==> src/rtl/pkt_pkg.sv <==
`default_nettype none
// +------------------------------------------------------------------+
// | pkt_pkg : shared constants and types for the packet drain path   |
// | Rev 1.0                                                          |
// +------------------------------------------------------------------+
package pkt_pkg;

   localparam int ID_W       = 32;
   localparam int NODE_W     = 16;
   localparam int PAYLOAD_W  = 128;
   localparam int DATA_W     = 32;
   localparam int BEATS      = 2 + PAYLOAD_W / DATA_W;
   localparam int PKT_W      = ID_W + 2 * NODE_W + PAYLOAD_W;
   localparam int BEAT_IDX_W = $clog2(BEATS);

   localparam logic [BEAT_IDX_W-1:0] LAST_BEAT = BEAT_IDX_W'(BEATS - 1);

   // Field order puts the id in the MSBs so beats leave MSB-first.
   typedef struct packed {
      logic [ID_W-1:0]      id;
      logic [NODE_W-1:0]    src;
      logic [NODE_W-1:0]    dest;
      logic [PAYLOAD_W-1:0] payload;
   } pkt_t;

   typedef enum logic [1:0] {
      IDLE = 2'd0,
      LOAD = 2'd1,
      SEND = 2'd2
   } drain_state_e;

endpackage : pkt_pkg
`default_nettype wire

==> src/rtl/pkt_beat_shifter.sv <==
`default_nettype none
// +------------------------------------------------------------------+
// | pkt_beat_shifter : holds one packet and presents it beat by beat |
// | Rev 1.0                                                          |
// +------------------------------------------------------------------+
module pkt_beat_shifter
   import pkt_pkg::*;
(
   input  logic              clk,
   input  logic              rst_n,
   input  logic              load,
   input  pkt_t              pkt,
   input  logic              advance,
   output logic [DATA_W-1:0] data,
   output logic              first,
   output logic              last
);

   logic [PKT_W-1:0]      shreg;
   logic [BEAT_IDX_W-1:0] beat;

   always_ff @(posedge clk or negedge rst_n) begin
      if (!rst_n) begin
         shreg <= '0;
         beat  <= '0;
      end else if (load) begin
         shreg <= pkt;
         beat  <= '0;
      end else if (advance) begin
         shreg <= {shreg[PKT_W-DATA_W-1:0], {DATA_W{1'b0}}};
         beat  <= beat + BEAT_IDX_W'(1);
      end
   end

   assign data  = shreg[PKT_W-1 -: DATA_W];
   assign first = (beat == '0);
   assign last  = (beat == LAST_BEAT);

endmodule : pkt_beat_shifter
`default_nettype wire

==> src/rtl/pkt_queue_drain.sv <==
`default_nettype none
// +------------------------------------------------------------------+
// | pkt_queue_drain : pops packets and serialises them onto tx beats |
// | Rev 1.0                                                          |
// +------------------------------------------------------------------+
module pkt_queue_drain
   import pkt_pkg::*;
(
   input  logic                 clk,
   input  logic                 rst_n,
   input  logic                 en,
   input  logic                 q_empty,
   output logic                 q_pop,
   input  logic [ID_W-1:0]      q_id,
   input  logic [NODE_W-1:0]    q_src,
   input  logic [NODE_W-1:0]    q_dest,
   input  logic [PAYLOAD_W-1:0] q_payload,
   output logic                 tx_valid,
   input  logic                 tx_ready,
   output logic [DATA_W-1:0]    tx_data,
   output logic                 tx_sop,
   output logic                 tx_eop,
   output logic                 busy,
   output logic [31:0]          pkt_count
);

   drain_state_e      state;
   drain_state_e      state_nxt;
   pkt_t              head_pkt;
   logic [DATA_W-1:0] beat_data;
   logic              beat_first;
   logic              beat_last;
   logic              pop_ok;
   logic              advance;
   logic              last_xfer;

   assign head_pkt = '{id: q_id, src: q_src, dest: q_dest, payload: q_payload};

   // Gated by rst_n so no entry is popped (and lost) while held in reset.
   assign pop_ok    = rst_n && en && !q_empty;
   assign advance   = (state == SEND) && tx_ready;
   assign last_xfer = advance && beat_last;
   assign busy      = (state != IDLE);

   pkt_beat_shifter u_shifter (
      .clk     (clk),
      .rst_n   (rst_n),
      .load    (state == LOAD),
      .pkt     (head_pkt),
      .advance (advance),
      .data    (beat_data),
      .first   (beat_first),
      .last    (beat_last)
   );

   always_ff @(posedge clk or negedge rst_n) begin
      if (!rst_n) begin
         state <= IDLE;
      end else begin
         state <= state_nxt;
      end
   end

   always_comb begin
      state_nxt = state;
      q_pop     = 1'b0;
      tx_valid  = 1'b0;
      tx_data   = '0;
      tx_sop    = 1'b0;
      tx_eop    = 1'b0;
      case (state)
         IDLE: begin
            if (pop_ok) begin
               q_pop     = 1'b1;
               state_nxt = LOAD;
            end
         end
         LOAD: begin
            state_nxt = SEND;
         end
         SEND: begin
            tx_valid = 1'b1;
            tx_data  = beat_data;
            tx_sop   = beat_first;
            tx_eop   = beat_last;
            if (last_xfer) begin
               if (pop_ok) begin
                  q_pop     = 1'b1;
                  state_nxt = LOAD;
               end else begin
                  state_nxt = IDLE;
               end
            end
         end
         default: begin
            state_nxt = IDLE;
         end
      endcase
   end

   always_ff @(posedge clk or negedge rst_n) begin
      if (!rst_n) begin
         pkt_count <= '0;
      end else if (last_xfer) begin
         pkt_count <= pkt_count + 32'd1;
      end
   end

endmodule : pkt_queue_drain
`default_nettype wire

==> config.mk <==
export PLATFORM = sky130hd
export DESIGN_NAME = pkt_queue_drain
export DESIGN_NICKNAME = d
export VERILOG_FILES = /design/src/rtl/pkt_pkg.sv /design/src/rtl/pkt_beat_shifter.sv /design/src/rtl/pkt_queue_drain.sv
export SDC_FILE = /design/constraint.sdc
export NUM_CORES = 1
export LEC_CHECK = 0
export ABC_AREA = 1
export BUFFER_PORTS_ARGS = -buffer_cell sky130_fd_sc_hd__buf_2
export CORE_MARGIN = 1.5
export CORE_UTILIZATION = 40
export DETAILED_ROUTE_END_ITERATION = 10
export GPL_TIMING_DRIVEN = 0
export PLACE_DENSITY = 0.62
export SLEW_MARGIN = 10
export SYNTH_ARGS = -nofsm -noshare
export SYNTH_HDL_FRONTEND = slang
export SYNTH_SLANG_ARGS = --single-unit
==> constraint.sdc <==
create_clock -name clk -period 1.8 [get_ports clk]
set_input_delay 0.27 -clock clk [delete_from_list [all_inputs] [get_ports clk]]
set_output_delay 0.27 -clock clk [all_outputs]
set_load 0.01 [all_outputs]
Word-level counts from Yosys, hierarchy flattened. Index checks and enable logic that the tools add are counted.

Output and inout port bits: 69. Bits in registers: 229. Word-level logic and storage cells: 36. Input port bits: 197.

Eq/ne operators: 5. Muxes and demuxes: 15. $add $sub $neg: 2. Reduce and logical (&&, ||, !) cells: 10.

Operators by type and width (count): two-way mux 192 bit (2); adder 32 x 1 -> 32 bit, second input constant (1); two-way mux 32 bit (1); two-way mux 1 bit (6); two-way mux 3 bit (2); one-hot mux 2 bit (3 select lines) (1); logical AND 1 bit (4); two-way mux 2 bit (2); != test 2 bit, second input constant (2); nonzero test 2 bit (2); adder 3 x 1 -> 3 bit, second input constant (1); equality test 3 bit, second input constant (1); logical NOT 3 bit (1); equality test 2 x 1 -> 1 bit, second input constant (1); equality test 2 bit, second input constant (1); logical NOT 2 bit (1); one-hot mux 1 bit (2 select lines) (1); AND reduction 2 bit (1); logical NOT 1 bit (1).

Longest topological paths before layout.
Depth in word-level cells: 5. Gate-level depth with buffers: 11. Gate-level depth less buffers: 11.

Hierarchy. A second synthesis with hierarchy kept.

Cells, all modules: 1370. Area, all modules: 11074.4 um^2.

Modules (own cells, without submodules): pkt_beat_shifter (times used 1, cells an instance 1062, area an instance 8949.8 um^2, seq. area each 4879.7 um^2); pkt_queue_drain (times used 1, cells an instance 308, area an instance 2124.5 um^2, seq. area each 850.8 um^2).

Worst setup path after synthesis. Ideal clock, no wire load.

Path type: register -> output. From: register u_shifter.beat[1]. To: output q_pop. Buffers on the path: 0. Setup slack: 0.247 ns. Stages on the path, launching flop included: 7. Data arrival time: 1.283 ns. Cell sequence: dfrtp_1 -> inv_1 -> ha_1 -> nand2_1 -> nor2_4 -> nand2_4 -> a211oi_1.

Longest elaborated chain between the ends: 4.

Ends and longest elaborated chain: from (decl) (line pkt_beat_shifter.sv:20) `logic [BEAT_IDX_W-1:0] beat;`; from (signal assigned) (line pkt_beat_shifter.sv:31) `beat <= beat + BEAT_IDX_W'(1);`; equality test 3 bit (line pkt_beat_shifter.sv:37) `assign last = (beat == LAST_BEAT);`; logical AND 1 bit (line pkt_queue_drain.sv:42) `assign last_xfer = advance && beat_last;`; two-way mux 1 bit (line pkt_queue_drain.sv:86) `if (last_xfer) begin`; one-hot mux 1 bit (2 select lines) (line pkt_queue_drain.sv:71) `case (state)`; to (decl) (line pkt_queue_drain.sv:13) `output logic q_pop,`.

Every way passes these cells.

Final worst setup path.
From: register state[1]. To: output q_pop.

Longest elaborated chain between the ends: 5.

Ends and longest elaborated chain: from (decl) (line pkt_queue_drain.sv:27) `drain_state_e state;`; from (signal assigned) (line pkt_queue_drain.sv:60) `state <= state_nxt;`; equality test 2 bit (line pkt_queue_drain.sv:41, pkt_queue_drain.sv:71); logical AND 1 bit (line pkt_queue_drain.sv:41) `assign advance = (state == SEND) && tx_ready;`; logical AND 1 bit (line pkt_queue_drain.sv:42); two-way mux 1 bit (line pkt_queue_drain.sv:86); one-hot mux 1 bit (2 select lines) (*) (line pkt_queue_drain.sv:71).

Every way passes the cells marked *; elsewhere a longest branch is shown, timed or not.

==> impl_metrics.csv <==
group,metric,value,unit
cells_and_area,final_nets,1909,
routing,route.detailed.drc,0,
cells_and_area,finalNonFillerCells,2075,
timing,worst_slew_pin_slew,577.7,ps
power,power-per-cell-area,1234,mW/mm^2
global_routing,grt_pass1_wl,54170,um
place,hpwl,24850,um
cts,cts-buffers-inserted,26,
synth,yosysSeqAreaShare,52.62,%
worst_setup_path,slowest_stage,"dfrtp_2",
power,p_leak,0.007755,uW
place,io_buffers,265,
worst_setup_path,path_delay_family,"flip-flops",
worst_setup_path,path_cells,"or2_2 > a211oi_2 > buf_2",
global_routing,antenna_found_initial,11,
routing,totalWireLength,34320,um
timing,period_minus_slack,1999,ps
timing,skew,9.561,ps
routing,post_drt_wl_per_cell,16.54,um
global_routing,grt_pass1_vias,10480,
cells_and_area,syn2layout_area_growth,36.87,%
floorplan,io-pin-count,266,
routing,ant_nets,0,
flow_run,maxCapViolations,0,
floorplan,core_region_area,0.02680,sq mm
cells_and_area,layout-drive-gt1-share,26.07,%
synth,synth_cells,1323,
timing,grt_setup_unrepaired,"yes",
timing,holdWs,-384.5,ps
cells_and_area,fill_cells,2557,
worst_setup_path,cp.buffers_inverters,1,
worst_setup_path,worstPathArrival,1730,ps
routing,vias,10340,
cts,cts_tree,"yes",
synth,synth_seq_cells,229,
timing,hold_viol_final,57,
worst_setup_path,crit_required,1530,ps
outcome,status,"complete, but fails checks",
cts,htree_levels,1,
synth,syn_area,0.01089,sq mm
global_routing,grt_usage,24.30,%
place,pre_cts_ws,-580.8,ps
floorplan,die_height,168.0,um
worst_setup_path,cp-start-kind,"register",
synth,yosysWarnings,0,
cells_and_area,multi_input_area,0.004272,sq mm
floorplan,dieArea,0.02823,sq mm
place,routabilityCongestion,0.8671,
worst_setup_path,worstSetupEndpointType,"primary output",
timing,slew_viol_final,0,
cells_and_area,final_core_util,55.62,%
synth,syn_area_per_cell,8.232,sq um
floorplan,start_util,40.63,%
cts,clockBufferDepth,3,
worst_setup_path,critPathMaxStageDelay,470,ps
hold_path,worstHoldPathType,"input port to asynchronous set/reset pin",
global_routing,grt_max_degree,60,
timing,worst_slack,-199.1,ps
cts,cts_hold_buf,67,
timing,finalSetupViolCount,22,
timing,fin_crit_sh,111.1,%
cts,clkTransAtPathRegs,60,ps
outcome,violations,"negative hold slack, negative setup slack",
timing,max_slew_margin,61.35,%
power,vdd_drop_max,0.0006067,V
routing,via_per_inst,4.985,
floorplan,dieWidth,168.0,um
cts,cts.sinks,229,
worst_setup_path,crit_type,"register to primary output",
cts,insertion_delay,530,ps
global_routing,overflow,0,
routing,dr.pass1.iters,5,
synth,synth_fp_nets,1524,
synth,yosysUniqueCellTypes,29,
timing,fmax,500.2,MHz
worst_setup_path,crit_fanout,4,
timing,fin_setup_tns,-2201,ps
cts,root_buffer,"clkbuf_16",
routing,drtIter0Drc,599,
floorplan,fp-row-count,60,
cells_and_area,register_area,0.005732,sq mm
place,post-place-cells,1931,
==> state kept, by name (all words and copies together) (netlist names) <==
signal and flops:
pkt_count 32, u_shifter.beat 3, state 2, u_shifter.shreg 192
==> repair_timing <==
action,CTS,global route
pin swaps,4,5
setup endpoints to repair,229,216
gates cloned,2,2
hold endpoints to repair,154,57
resized for setup,33,129
buffers inserted,5,15
==> path summary, 6_finish.rpt <==
kind / start / endpoint / slack [ps] / depth (start not counted)
min in group clk: q_payload[77] / u_shifter.shreg[77]$_DFFE_PN0P_ / 10 / 3
worst max register to register: state[0]$_DFFE_PN0P_ / pkt_count[31]$_DFFE_PN0P_ / 30 / 7
max in group asynchronous: rst_n / pkt_count[19]$_DFFE_PN0P_ / 1360 / 3
worst min-delay path: rst_n / u_shifter.shreg[78]$_DFFE_PN0P_ / -380 / 1
worst min register to register: u_shifter.shreg[29]$_DFFE_PN0P_ / u_shifter.shreg[29]$_DFFE_PN0P_ / 470 / 2
worst max-delay path: state[1]$_DFFE_PN0P_ / q_pop / -200 / 3
==> routing by layer <==
metal	vias up	global-route usage, %	share of wire [%]
met5	-	0	0.087
met3	64	3.714	5.8
met2	292	40.62	47
met4	6	8.186	2.9
li1	5076	-	-
met1	4906	32.34	44
==> worst register-to-register path, stage by stage, from the launching register on <==
cell and delay (ps):
dfrtp_1 400, inv_4 110, nand3_1 220, nor2_1 210
clkbuf_4 240, nand3_1 180, o21ai_0 220, nand2_1 70
==> area by class of cell <==
class / instances / area share [%]
clock buffers: 36 / 5.028
plain buffers: 79 / 3.055
inverters: 196 / 4.969
repair buffers: 358 / 16.31
flip-flops and latches: 229 / 38.45
multi-input cells: 818 / 28.66
clock inverters: 10 / 0.5288
diodes: 8 / 0.1343
well taps: 341 / 2.862
==> Yosys cell counts (all sizes together) <==
| cell | number | share of area (%) |
|---|---|---|
| xnor2 | 12 | 0.97 |
| o211ai | 130 | 9.0 |
| nor2 | 106 | 3.9 |
| nor3 | 2 | 0.092 |
| nand2 | 326 | 11 |
| a31oi | 30 | 1.7 |
| and3 | 1 | 0.057 |
| o21ai | 162 | 7.4 |
| o22ai | 1 | 0.057 |
| ha | 4 | 0.46 |
| dfrtp | 229 | 53 |
| a211oi | 2 | 0.14 |
| clkbuf | 47 | 1.6 |
| buf | 33 | 1.5 |
| or2 | 1 | 0.057 |
| inv | 196 | 6.8 |
| xor2 | 6 | 0.48 |
| nand3 | 19 | 0.87 |
| nand4 | 10 | 0.57 |
| and2 | 4 | 0.23 |
| nand3b | 2 | 0.14 |
==> cells in the final DEF (no fill, tap or decap), types with 6 or more instances in the layout <==
| master | Yosys | final |
|---|---|---|
| o21ai_1 | 4 | 6 |
| buf_6 | 0 | 17 |
| dfrtp_1 | 229 | 228 |
| o211ai_1 | 130 | 130 |
| xor2_1 | 6 | 6 |
| a31oi_1 | 30 | 30 |
| clkbuf_2 | 0 | 32 |
| nand4_1 | 10 | 10 |
| nor2_1 | 102 | 70 |
| dlygate4sd3_1 | 0 | 66 |
| inv_1 | 194 | 190 |
| o21ai_0 | 158 | 156 |
| diode_2 | 0 | 8 |
| nand3_1 | 19 | 19 |
| xnor2_1 | 12 | 12 |
| buf_2 | 25 | 266 |
| nor2_2 | 1 | 25 |
| clkbuf_16 | 0 | 29 |
| nand2_1 | 322 | 319 |
| clkbuf_4 | 0 | 14 |
| clkbuf_1 | 47 | 18 |
| clkinv_2 | 0 | 8 |
| nor2_4 | 3 | 11 |
| buf_4 | 2 | 15 |
==> power by group <==
part           internal (uW)  switching [uW]
combinational           2450            3690
sequential              6570             501
clock                   3040            2150
==> through the flow <==
step | total power, uW | instance area, sq um
3_5_place_dp | 12230 | 12710
6_report | 18400 | 14910
5_1_grt | 19630 | 14910
4_1_cts | 17790 | 14400
3_3_place_gp | 12090 | 12640
2_1_floorplan | 10380 | 10890
==> logic make-up (layout without fill, tap and decap cells) <==
kind of cell | count (synthesis) | count (layout) | synth area share (%)
AOI/OAI and AO/OA | 325 | 325 | 18.32
and+or+nand+nor | 471 | 471 | 17.28
other | 0 | 8 | 0
buffers and inverters | 276 | 679 | 9.869
xor gates and xnor gates | 18 | 18 | 1.448
DFF | 229 | 229 | 52.62
adders and majority gates | 4 | 4 | 0.4596
(Power assumes the default switching activity.)
